**src/rtl/module_bin_display_mux.sv**
```systemverilog
// -----------------------------------------------------------------------------
// module_bin_display_mux
//
// Binary-to-7-segment display engine. A binary value accepted on load_i is
// converted to DIGITS BCD digits by a shift-and-add-3 (double-dabble) FSM.
// The committed result is scanned onto a common-anode display, one digit per
// DISPLAY_REFRESH clock cycles.
//
// Ports
//   clk_i       system clock, rising edge
//   rst_i       synchronous active-high reset
//   bin_i       binary value, sampled only when a load is accepted
//   load_i      conversion request, accepted only while busy_o = 0
//   busy_o      conversion in progress
//   bcd_o       last committed BCD result, digit 0 (units) in bits [3:0]
//   overflow_o  last committed value did not fit in DIGITS digits
//   anodo_o     anode enables, active-low, one-hot-low
//   catodo_o    segments {g,f,e,d,c,b,a}, active-low
// -----------------------------------------------------------------------------
module module_bin_display_mux #(
   parameter int BIN_WIDTH       = 8,
   parameter int DIGITS          = 4,
   parameter int DISPLAY_REFRESH = 27000,
   parameter int BLANK_ZEROS     = 1
) (
   input  logic                   clk_i,
   input  logic                   rst_i,
   input  logic [BIN_WIDTH-1:0]   bin_i,
   input  logic                   load_i,
   output logic                   busy_o,
   output logic [4*DIGITS-1:0]    bcd_o,
   output logic                   overflow_o,
   output logic [DIGITS-1:0]      anodo_o,
   output logic [6:0]             catodo_o
);

   localparam int BCD_W = 4 * DIGITS;
   localparam int SR_W  = BCD_W + BIN_WIDTH;
   localparam int IT_W  = $clog2(BIN_WIDTH + 1);
   localparam int REF_W = $clog2(DISPLAY_REFRESH + 1);
   localparam int IDX_W = (DIGITS > 1) ? $clog2(DIGITS) : 1;

   typedef enum logic [1:0] {
      ST_IDLE  = 2'd0,
      ST_SHIFT = 2'd1,
      ST_DONE  = 2'd2
   } state_t;

   // Active-low segment pattern for one BCD nibble; non-decimal codes go dark.
   function automatic logic [6:0] seg_decode(input logic [3:0] nib);
      logic [6:0] seg;
      case (nib)
         4'd0:    seg = 7'b1000000;
         4'd1:    seg = 7'b1111001;
         4'd2:    seg = 7'b0100100;
         4'd3:    seg = 7'b0110000;
         4'd4:    seg = 7'b0011001;
         4'd5:    seg = 7'b0010010;
         4'd6:    seg = 7'b0000010;
         4'd7:    seg = 7'b1111000;
         4'd8:    seg = 7'b0000000;
         4'd9:    seg = 7'b0010000;
         default: seg = 7'b1111111;
      endcase
      return seg;
   endfunction

   // Add 3 to every BCD nibble >= 5 so the following left shift carries correctly.
   function automatic logic [SR_W-1:0] dabble_adjust(input logic [SR_W-1:0] sr);
      logic [SR_W-1:0] adj;
      adj = sr;
      for (int i = 0; i < DIGITS; i++) begin
         if (sr[BIN_WIDTH + 4*i +: 4] >= 4'd5) begin
            adj[BIN_WIDTH + 4*i +: 4] = sr[BIN_WIDTH + 4*i +: 4] + 4'd3;
         end else begin
            adj[BIN_WIDTH + 4*i +: 4] = sr[BIN_WIDTH + 4*i +: 4];
         end
      end
      return adj;
   endfunction

   state_t              state_r;
   state_t              state_next_s;
   logic                load_take_s;
   logic                shift_en_s;
   logic                commit_s;

   logic [SR_W-1:0]     shift_r;
   logic [SR_W-1:0]     adj_s;
   logic [IT_W-1:0]     iter_r;
   logic                carry_r;
   logic                busy_r;
   logic [BCD_W-1:0]    bcd_r;
   logic                ovf_r;

   logic [REF_W-1:0]    ref_cnt_r;
   logic [IDX_W-1:0]    idx_r;
   logic [3:0]          nib_s;
   logic                upper_zero_s;
   logic [DIGITS-1:0]   anode_sel_s;
   logic [DIGITS-1:0]   an_next_s;
   logic [6:0]          cat_next_s;
   logic [DIGITS-1:0]   anodo_r;
   logic [6:0]          catodo_r;

   assign adj_s = dabble_adjust(shift_r);

   // Conversion FSM state register.
   always_ff @(posedge clk_i) begin
      if (rst_i) begin
         state_r <= ST_IDLE;
      end else begin
         state_r <= state_next_s;
      end
   end

   // Conversion FSM next-state and datapath control strobes.
   always_comb begin
      state_next_s = state_r;
      load_take_s  = 1'b0;
      shift_en_s   = 1'b0;
      commit_s     = 1'b0;
      case (state_r)
         ST_IDLE: begin
            if (load_i) begin
               load_take_s  = 1'b1;
               state_next_s = ST_SHIFT;
            end else begin
               state_next_s = ST_IDLE;
            end
         end
         ST_SHIFT: begin
            shift_en_s = 1'b1;
            if (iter_r == IT_W'(BIN_WIDTH - 1)) begin
               state_next_s = ST_DONE;
            end else begin
               state_next_s = ST_SHIFT;
            end
         end
         ST_DONE: begin
            commit_s     = 1'b1;
            state_next_s = ST_IDLE;
         end
         default: begin
            state_next_s = ST_IDLE;
         end
      endcase
   end

   // Double-dabble shift register, iteration count, sticky carry and commit.
   always_ff @(posedge clk_i) begin
      if (rst_i) begin
         shift_r <= {SR_W{1'b0}};
         iter_r  <= {IT_W{1'b0}};
         carry_r <= 1'b0;
         busy_r  <= 1'b0;
         bcd_r   <= {BCD_W{1'b0}};
         ovf_r   <= 1'b0;
      end else if (load_take_s) begin
         shift_r <= {{BCD_W{1'b0}}, bin_i};
         iter_r  <= {IT_W{1'b0}};
         carry_r <= 1'b0;
         busy_r  <= 1'b1;
      end else if (shift_en_s) begin
         // A one leaving the top nibble means the value exceeds DIGITS digits.
         shift_r <= {adj_s[SR_W-2:0], 1'b0};
         iter_r  <= iter_r + IT_W'(1);
         carry_r <= carry_r | adj_s[SR_W-1];
      end else if (commit_s) begin
         bcd_r  <= shift_r[SR_W-1 -: BCD_W];
         ovf_r  <= carry_r;
         busy_r <= 1'b0;
      end
   end

   // Free-running refresh counter and digit index, independent of the FSM.
   always_ff @(posedge clk_i) begin
      if (rst_i) begin
         ref_cnt_r <= {REF_W{1'b0}};
         idx_r     <= {IDX_W{1'b0}};
      end else if (ref_cnt_r == REF_W'(DISPLAY_REFRESH - 1)) begin
         ref_cnt_r <= {REF_W{1'b0}};
         if (idx_r == IDX_W'(DIGITS - 1)) begin
            idx_r <= {IDX_W{1'b0}};
         end else begin
            idx_r <= idx_r + IDX_W'(1);
         end
      end else begin
         ref_cnt_r <= ref_cnt_r + REF_W'(1);
      end
   end

   // Digit selection with overflow dashes and leading-zero blanking.
   always_comb begin
      nib_s        = 4'(bcd_r >> {idx_r, 2'b00});
      // Digit idx and everything above it are zero.
      upper_zero_s = ((bcd_r >> {idx_r, 2'b00}) == {BCD_W{1'b0}});
      anode_sel_s  = {DIGITS{1'b1}};
      for (int i = 0; i < DIGITS; i++) begin
         anode_sel_s[i] = (idx_r != IDX_W'(i));
      end
      an_next_s  = {DIGITS{1'b1}};
      cat_next_s = 7'b1111111;
      if (ovf_r) begin
         an_next_s  = anode_sel_s;
         cat_next_s = 7'b0111111;
      end else if ((BLANK_ZEROS != 0) && (idx_r != {IDX_W{1'b0}}) && upper_zero_s) begin
         an_next_s  = {DIGITS{1'b1}};
         cat_next_s = 7'b1111111;
      end else begin
         an_next_s  = anode_sel_s;
         cat_next_s = seg_decode(nib_s);
      end
   end

   // Registered display drive.
   always_ff @(posedge clk_i) begin
      if (rst_i) begin
         anodo_r  <= {DIGITS{1'b1}};
         catodo_r <= 7'b1111111;
      end else begin
         anodo_r  <= an_next_s;
         catodo_r <= cat_next_s;
      end
   end

   assign busy_o     = busy_r;
   assign bcd_o      = bcd_r;
   assign overflow_o = ovf_r;
   assign anodo_o    = anodo_r;
   assign catodo_o   = catodo_r;

endmodule
```
**config.mk**
```make
export PLATFORM = sky130hd
export DESIGN_NAME = module_bin_display_mux
export DESIGN_NICKNAME = d
export VERILOG_FILES = /design/src/rtl/module_bin_display_mux.sv
export SDC_FILE = /design/constraint.sdc
export NUM_CORES = 1
export LEC_CHECK = 0
export BUFFER_PORTS_ARGS = -buffer_cell sky130_fd_sc_hd__buf_4
export CORE_UTILIZATION = 58
export CTS_BUF_LIST = sky130_fd_sc_hd__clkbuf_8
export DETAILED_ROUTE_END_ITERATION = 7
export GPL_TIMING_DRIVEN = 0
export PLACE_DENSITY = 0.77
export SETUP_SLACK_MARGIN = 0.05
export SLEW_MARGIN = 5
export SYNTH_ARGS = -nofsm -noshare
export SYNTH_HDL_FRONTEND = slang
export SYNTH_SLANG_ARGS = --single-unit
export TNS_END_PERCENT = 30
```
**constraint.sdc**
```tcl
create_clock -name clk_i -period 2.9 [get_ports clk_i]
set_clock_uncertainty 0.05 [all_clocks]
set_input_delay 0.29 -clock clk_i [delete_from_list [all_inputs] [get_ports clk_i]]
set_output_delay 0.29 -clock clk_i [all_outputs]
set_load 0.01 [all_outputs]
```
# After elaboration in Yosys (flattened, before gate mapping)
# Memories as Yosys holds them, arrays and structs flattened.
# Cells that the tools add are included.
totals:
  regBits: 77
  romBits: 112
  in_bits: 11
  output_inout_bits: 29
  elab_cells: 70
  mem_count: 1
mem_list:
  columns: ["name", "depth", "width", "read_ports", "rd_ports_with_merged_regs", "write_ports", "line_no", "text"]
  rows:
  - ["(name not given)", 16, 7, 1, 0, 0, "52", "case (nib)"]
op_classes:
  add_sub_neg: 7
  magnitude_cmp: 4
  n_eq_ne: 9
  shift: 1
  mux: 21
  n_bitwise: 3
  n_reduce_logical: 11
op_table:
  columns: ["operator", "count"]
  rows:
  - ["$mux 4", 6]
  - ["$add 4x2->4 const B", 4]
  - ["$ge 4x3->1 const B", 4]
  - ["$logic_not 16->1", 1]
  - ["$mux 8", 2]
  - ["$shr 16x4->16", 1]
  - ["$add 15x1->15 const B", 1]
  - ["$eq 15x15->1 const B", 1]
  - ["$mux 7", 2]
  - ["$mux 1", 8]
  - ["$ne 2x2->1 const B", 3]
  - ["$reduce_bool 2->1", 3]
  - ["$add 4x1->4 const B", 1]
  - ["$eq 2x2->1 const B", 2]
  - ["$eq 4x3->1 const B", 1]
  - ["$mux 2", 2]
  - ["$pmux 2 s2", 1]
  - ["$reduce_or 2->1", 2]
  - ["$reduce_and 3->1", 1]
  - ["$reduce_or 3->1", 1]
  - ["$add 2x1->2 const B", 1]
  - ["$eq 2x1->1 const B", 1]
  - ["$logic_not 2->1", 1]
  - ["$ne 2x1->1 const B", 1]
  - ["4 further kinds", 5]

# Longest topological paths before layout
# Gate-level depths: netlist of run 1.
depth:
  word_depth: 5
  depth_mapped: 8

# Least setup slack after synthesis of run 1
# No wires, ideal clock.
synth_path:
  path_type: "reg-to-reg"
  start: "reg idx_r[0]"
  end: "reg catodo_r[6] (netlist: catodo_o[6])"
  t_arrival_ns: 2.375
  t_required_ns: 2.766
  setup_slack_ns: 0.391
  path_stages_with_launch: 9
  synth_period_minus_slack_ns: 2.509
  cell_sequence: "dfxtp_1 -> buf_6 -> mux4_1 -> inv_1 -> ha_1 -> or4b_1 -> a211oi_2 -> a21oi_1 -> o31ai_2"
synth_via:
  elab_chain_cells: 5
  word_cells_on_any_way: 7
  classes_between: "1 x shift; 2 x mux; 3 x reduce/logical; 1 x memory"
synth_lines:
  columns: ["element", "line_no", "text"]
  rows:
  - ["from (decl)", "97", "logic [IDX_W-1:0] idx_r;"]
  - ["from (signal assigned)", "180", "idx_r <= {IDX_W{1'b0}};"]
  - ["from (signal assigned)", "184", "idx_r <= {IDX_W{1'b0}};"]
  - ["from (signal assigned)", "186", "idx_r <= idx_r + IDX_W'(1);"]
  - ["branches (longest 3 deep; another with $mem_v2 16x7)", null, null]
  - ["$mux 7 (*)", "207", "end else if ((BLANK_ZEROS != 0) && (idx_r != {IDX_W{1'b0}}) && upper_zero_s) begin"]
  - ["$mux 7 (*)", "204", "if (ovf_r) begin"]
  - ["to (signal assigned)", "223", "catodo_r <= cat_next_s;"]
  - ["to (decl)", "104", "logic [6:0] catodo_r;"]
# Mark *: on every way between the ends.
# A chain may end at the register's enable or synchronous reset.

# Worst setup path after layout of run 1
layout_path:
  start: "reg idx_r[0]"
  end: "reg catodo_r[3] (netlist: catodo_o[3])"
layout_via:
  elab_chain_cells: 4
  word_cells_on_any_way: 6
  classes_between: "1 x shift; 4 x reduce/logical; 1 x memory"
layout_lines:
  columns: ["element"]
  rows:
  - ["branches (longest 4 deep; another with $mem_v2 16x7)"]
# Parallel ways; which one is timed is not known.

==> summary.md, run 1 <==
| Metric | Value |
|---|---|
| Core Area | 5921 um^2 |
| Die H | 80.38 um |
| Post-synth ARST share | 0% |
| Buf/Inv on CP | 2 |
| Synth Cell Area | 3563 um^2 |
| Area leader, netlist | dfxtp_1 |
| Critical Path End Type | register |
| Critical path type | reg -> reg |
| Total detailed-routing wirelength | 7.400 mm |
| Num CTS Buffers | 9 |
| Clock Pin Slew Worst Setup and Hold Paths | 0.07 ns |
| CP cell instances | buf_6 -> mux4_1 -> inv_1 -> ha_1 -> or4b_1 -> a211oi_4 -> nor4b_4 -> o21ai_1 |
| CTS tree | built |
| Slowest CP cell | mux4_1 |
| Crit start category | register |
| Worst R2R Setup Slack | 0.24 ns |
| Die Wd | 80.38 um |
| Num Clock Sinks | 77 |
| Final period util | 91.62% |
| Drt wl/cell | 13.21 um |
| Via count | 2960 |
| DRC errors left | 0 |
| Yosys top cell area share | 43.26% |
| Register area share after synthesis | 43.26% |
| Status | finished, final reports clean |
| Initial antenna violation count | 0 |
| Overflow after GRT | 0 |
| FF+latch count, synth | 77 |
| Fin Setup TNS | 0 ns |
| Vias in the first global route | 2785 |
| Final worst setup slack | 0.2430 ns |
| CP Data Required Time | 3.12 ns |
| Max-cap check violation count | 0 |
| Top area cells in the synthesized netlist | dfxtp_1 (43%), a21oi_1 (6.9%), ha_1 (6.7%), nand2_1 (6.6%), nor2_1 (6.6%) |
| PortBufs | 38 |
| Dpl ws | 0.2067 ns |
| CP top delay family | multiplexers |
| First-pass GRT wire length | 12.56 mm |
| Minimum clock period | 2.657 ns |
| Area post-placement | 3943 um^2 |
| Cells after synthesis | 432 |
| Fin Hold WS | 0.1443 ns |
| Pins Over Slew Limit | 0 |
| Row cnt | 28 |
| Largest family of logic cells by synthesized area | simple AND/OR/NAND/NOR gates |
| Setup-failing EPs final | 0 |
| Peak supply drop | 0.3470 mV |
| Final Cell Area | 4182 um^2 |
| Mux contribution to synthesized area | 3.897% |
| First DRT Iteration DRCs | 111 |
| Ports | 40 |
| Synth Area in Compound Gates | 11.31% |
| Placed insts | 545 |
| Max Fclk | 0.3764 GHz |
| Max clock buf depth | 2 |
| Xor/xnor cell area share of the yosys netlist | 5.899% |
| Pwr dens | 510.9 nW/um^2 |
| Final nets | 511 |
| First-pass iteration count of the detailed router | 4 |
| Die area | 6461 um^2 |
| Synthesized area per cell | 8.249 um^2 |
| Placer Congestion | 0.8457 |
| Estimated wirelength of the detail-placed design | 5.219 mm |
| Diode count | 0 |
| GRT Total Usage | 25.33% |
| Top post-synthesis cells by count | dfxtp_1 (77), nand2_1 (63), nor2_1 (63) |
| Synth Net Count | 462 |
| Simple-gate portion of the synthesized area | 23.49% |
| Cell variety after synth | 41 |
| CP max stage delay | 0.63 ns |
| Worst Path Max Fanout | 7 |
| CP arrival | 2.87 ns |
| CTS Root Cell | clkbuf_8 |
| Pleak | 1.629 nW |
| Adder-Cell Fraction of Synth Area | 6.671% |
| Post-CTS Hold Buffers | 0 |
| Vias per inst | 5.286 |
| Initial core utilization | 60.19% |
| EDFF count, synth | 0 |
| Clk_lat worst skew | 0.34 ns |
| H-Tree Depth | 3 |
| Post-CTS setup buffer count | 0 |
| Syn-to-layout area delta | 17.35% |
| Antenna Nets Post-Route | 0 |
| Primary FF master, synth | dfxtp_1 |
| Unrepaired setup endpoints after global routing | false |
| Slew Limit Headroom | 58.69% |
| Synthesis Warnings | 0 |
| Hold crit path type | in -> reg |
| Final Hold Viols | 0 |
| Fin cells | 560 |
| Measured slew at the worst slew-check pin | 0.6197 ns |
| Pin count of the biggest net entering global routing | 13 |
| Cell with the most instances after synthesis | dfxtp_1 |
| Fraction of layout cells with a size suffix above 1 | 14.02% |
==> routing by layer <==
| metal | global-route usage, % | vias up | routed length, um | part of all wire (%) |
|---|---|---|---|---|
| met5 | 0 | - | 0 | 0 |
| met4 | 11.79 | 0 | 133 | 1.8 |
| met3 | 5.455 | 12 | 256 | 3.5 |
| met2 | 43.14 | 54 | 3590 | 49 |
| met1 | 30.17 | 1372 | 3419 | 46 |
| li1 | - | 1522 | - | - |
==> worst reg2reg max path, delay by kind of cell, from the launching register on <==
family | cells | cell delay [ns]
mux | 1 | 0.63
simple gates | 2 | 0.61
compound gates | 2 | 0.43
flops | 1 | 0.38
buf+inv | 2 | 0.29
fa+ha+maj | 1 | 0.19
==> timing repair <==
item | in CTS | in global routing
endpoints found under the hold margin | 0 | 0
endpoints found under the setup margin | 0 | 10
gates resized for setup | 0 | 2
==> report_power, final <==
| part | switching, mW | internal (mW) |
|---|---|---|
| clock network | 0.368 | 0.561 |
| registers | 0.0122 | 1.08 |
| logic | 0.0699 | 0.0465 |
| total | 0.450 | 1.69 |
==> logic make-up (layout without fill, tap and decap cells) <==
group | after synthesis | in the layout
buf+inv | 46 | 99
fa+ha+maj | 19 | 19
xor+xnor | 24 | 24
mux | 8 | 8
flops | 77 | 77
compound gates | 75 | 75
simple gates | 183 | 183
==> cells in the final DEF, fill, tap and decap left out, types with 11 or more instances in the layout <==
master,n
ha_1,19
nand2_1,63
o21ai_0,12
a21oi_1,48
clkbuf_1,13
xnor2_1,11
buf_4,38
inv_1,24
dfxtp_1,77
xor2_1,13
nor2_1,63
nor3_1,13
==> final cells by class <==
cell class              instances  area (um^2)
plain buffers                  22        100.1
clock buffers                   9        123.9
clock inverters                 6        103.9
fillers                       483         1739
inverters                      24        95.09
multi-input cells             309         1838
flip-flops and latches         77         1541
well taps                      75        93.84
repair buffers                 38        285.3
==> metrics by stage <==
step	util, %	power, mW
global placement	66.59	1.229
floorplan	-	1.190
CTS	70.44	2.156
detailed placement	66.59	1.233
finish	70.63	2.137
global route	70.63	2.215
==> path summary, 6_finish.rpt <==
check / start / endpoint / depth (start not counted)
worst min register to register: ref_cnt_r[0] / ref_cnt_r[0] / 1
worst max register to register: idx_r[0] / catodo_o[3] / 8
worst max-delay path: idx_r[0] / catodo_o[3] / 8
worst min-delay path: bin_i[0] / shift_r[0] / 3
==> state kept, by name (all words and copies together) (netlist names) <==
| name | count |
|---|---|
| shift_r | 24 |
| carry_r | 1 |
| overflow_o | 1 |
| anodo_o | 4 |
| iter_r | 4 |
| ref_cnt_r | 15 |
| catodo_o | 7 |
| state_r | 2 |
| busy_o | 1 |
| bcd_o | 16 |
| idx_r | 2 |
Power figures use the tool's default switching activity.
==> run 2: changes to the inputs <==
==> constraint.sdc (replaced) <==
create_clock -name clk_i -period 3.2 [get_ports clk_i]
set_clock_uncertainty 0.05 [all_clocks]
set_input_delay 0.96 -clock clk_i [delete_from_list [all_inputs] [get_ports clk_i]]
set_output_delay 0.96 -clock clk_i [all_outputs]
set_load 0.01 [all_outputs]
==> run 2 against run 1 <==
Clock power is 9.3% lower. Total power decreased by 9.3%. Hold slack gained 0.26 ns. Routed wire length unchanged. Flip-flop and latch count unchanged. Global-route usage is the same. Fmax decreased by 6.4%. Via count grew 0.57%. Die area is the same. Utilization down 0.19 points. Critical path depth unchanged.
==> summary.md, run 2 (same netlist as run 1, synthesis figures left out) <==
| Metric | Value |
|---|---|
| Status | finished, final reports clean |
| Placed insts | 545 |
| Worst Path Max Fanout | 7 |
| Crit start category | register |
| Pleak | 1.629 nW |
| H-Tree Depth | 3 |
| Final period util | 88.70% |
| Beginning of the worst register-to-register path | idx_r[0] |
| Diode count | 0 |
| Antenna Nets Post-Route | 0 |
| Dpl ws | 0.5067 ns |
| Worst R2R Setup Slack | 0.36 ns |
| CP max stage delay | 0.63 ns |
| Estimated wirelength of the detail-placed design | 5.219 mm |
| CTS tree | built |
| First-pass GRT wire length | 12.56 mm |
| Core Area | 5921 um^2 |
| First-pass iteration count of the detailed router | 4 |
| Max Fclk | 0.3523 GHz |
| Hold crit path type | reg -> reg |
| Final nets | 511 |
| Via count | 2977 |
| Num CTS Buffers | 9 |
| Fillcell total | 483 |
| Unrepaired setup endpoints after global routing | false |
| CP arrival | 3.07 ns |
| Critical Path End Type | register |
| Fin Setup TNS | 0 ns |
| CP Data Required Time | 3.43 ns |
| Met3 wire length | 259 um |
| Final Hold Viols | 0 |
| Total detailed-routing wirelength | 7.400 mm |
| Die Wd | 80.38 um |
| Pwr dens | 464.5 nW/um^2 |
| Top sig layer | met4 |
| Total Power | 1.937 mW |
| CP cell instances | buf_6 -> mux4_1 -> inv_1 -> ha_1 -> or4b_1 -> a211oi_2 -> a21oi_1 -> nand2_1 |
| Buf/Inv on CP | 2 |
| Slew Limit Headroom | 60.49% |
| HP Start | ref_cnt_r[0] |
| Pin count of the biggest net entering global routing | 13 |
| Overflow after GRT | 0 |
| Initial core utilization | 60.19% |
| Setup-failing EPs final | 0 |
| CTS resizes | 0 |
| Minimum clock period | 2.838 ns |
| Measured slew at the worst slew-check pin | 0.5905 ns |
| Max reg flops | 24 |
| Pins Over Slew Limit | 0 |
| Clock Pin Slew Worst Setup and Hold Paths | 0.07 ns |
| Max-cap check violation count | 0 |
| Vias in the first global route | 2785 |
| Row cnt | 28 |
| DRC errors left | 0 |
| Syn-to-layout area delta | 17.03% |
| PortBufs | 38 |
| Ports | 40 |
| Most frequent cells in the layout | dfxtp_1 (77), nor2_1 (63), nand2_1 (63) |
| Die H | 80.38 um |
| Biggest register | shift_r |
| Fin Hold WS | 0.4064 ns |
| Metal-1 WL | 3.430 mm |
| Initial antenna violation count | 0 |
| Final worst setup slack | 0.3615 ns |
| Vias per inst | 5.316 |
| Commonest non-fill, non-tap cell in the layout | dfxtp_1 |
| Core Util, Final | 70.44% |
| Placer Congestion | 0.8457 |
| Die area | 6461 um^2 |
| Clk_lat worst skew | 0.34 ns |
| Fraction of layout cells with a size suffix above 1 | 13.81% |
| First DRT Iteration DRCs | 116 |
| Post-CTS Hold Buffers | 0 |
| GRT Total Usage | 25.33% |
| Num Clock Sinks | 77 |
| Post-CTS setup buffer count | 0 |
| Peak supply drop | 0.3146 mV |
| Crit. Startpoint | idx_r[0] |
| Drt wl/cell | 13.21 um |
| Routed wl met2 | 3.576 mm |
| Fin cells | 560 |
| Area post-placement | 3943 um^2 |
| Final Cell Area | 4170 um^2 |
| Slowest CP cell | mux4_1 |
| Max clock buf depth | 2 |
| Critical path type | reg -> reg |
| CTS Root Cell | clkbuf_8 |
| CP top delay family | multiplexers |
-- run 2: layer usage --
metal	global-route usage [%]	up-vias
li1	-	1524
met1	30.17	1379
met2	43.14	62
met3	5.455	12
met4	11.79	0
met5	0	-
-- run 2: final cells by class --
cell class,instances,area (um^2),area share (%)
Buffer,22,100.1,2.400
Clock buffer,9,123.9,2.970
Clock inverter,6,103.9,2.490
Inverter,24,95.09,2.280
Multi-Input combinational cell,309,1827,43.80
Sequential cell,77,1541,36.96
Tap cell,75,93.84,2.250
Timing Repair Buffer,38,285.3,6.841
-- run 2: path summary, 6_finish.rpt --
path / endpoint / depth (start not counted)
hold / removal: ref_cnt_r[0] / 1
setup reg to reg: anodo_o[3] / 8
hold reg to reg: ref_cnt_r[0] / 1
setup / recovery: anodo_o[3] / 8
-- run 2: power breakdown --
part           leakage [nW]  switching (mW)  internal [mW]  total [mW]
sequential            0.626          0.0111          0.978       0.989
clock                 0.120           0.335          0.508       0.843
combinational         0.883          0.0632         0.0420       0.105
-- run 2: worst reg2reg max path: cells and delay by family, from the launching register on --
| family | cells | cell delay [ns] |
|---|---|---|
| buffers and inverters | 2 | 0.30 |
| muxes | 1 | 0.63 |
| adders and majority gates | 1 | 0.19 |
| DFF | 1 | 0.38 |
| AOI/OAI and AO/OA | 2 | 0.62 |
| and+or+nand+nor | 2 | 0.61 |
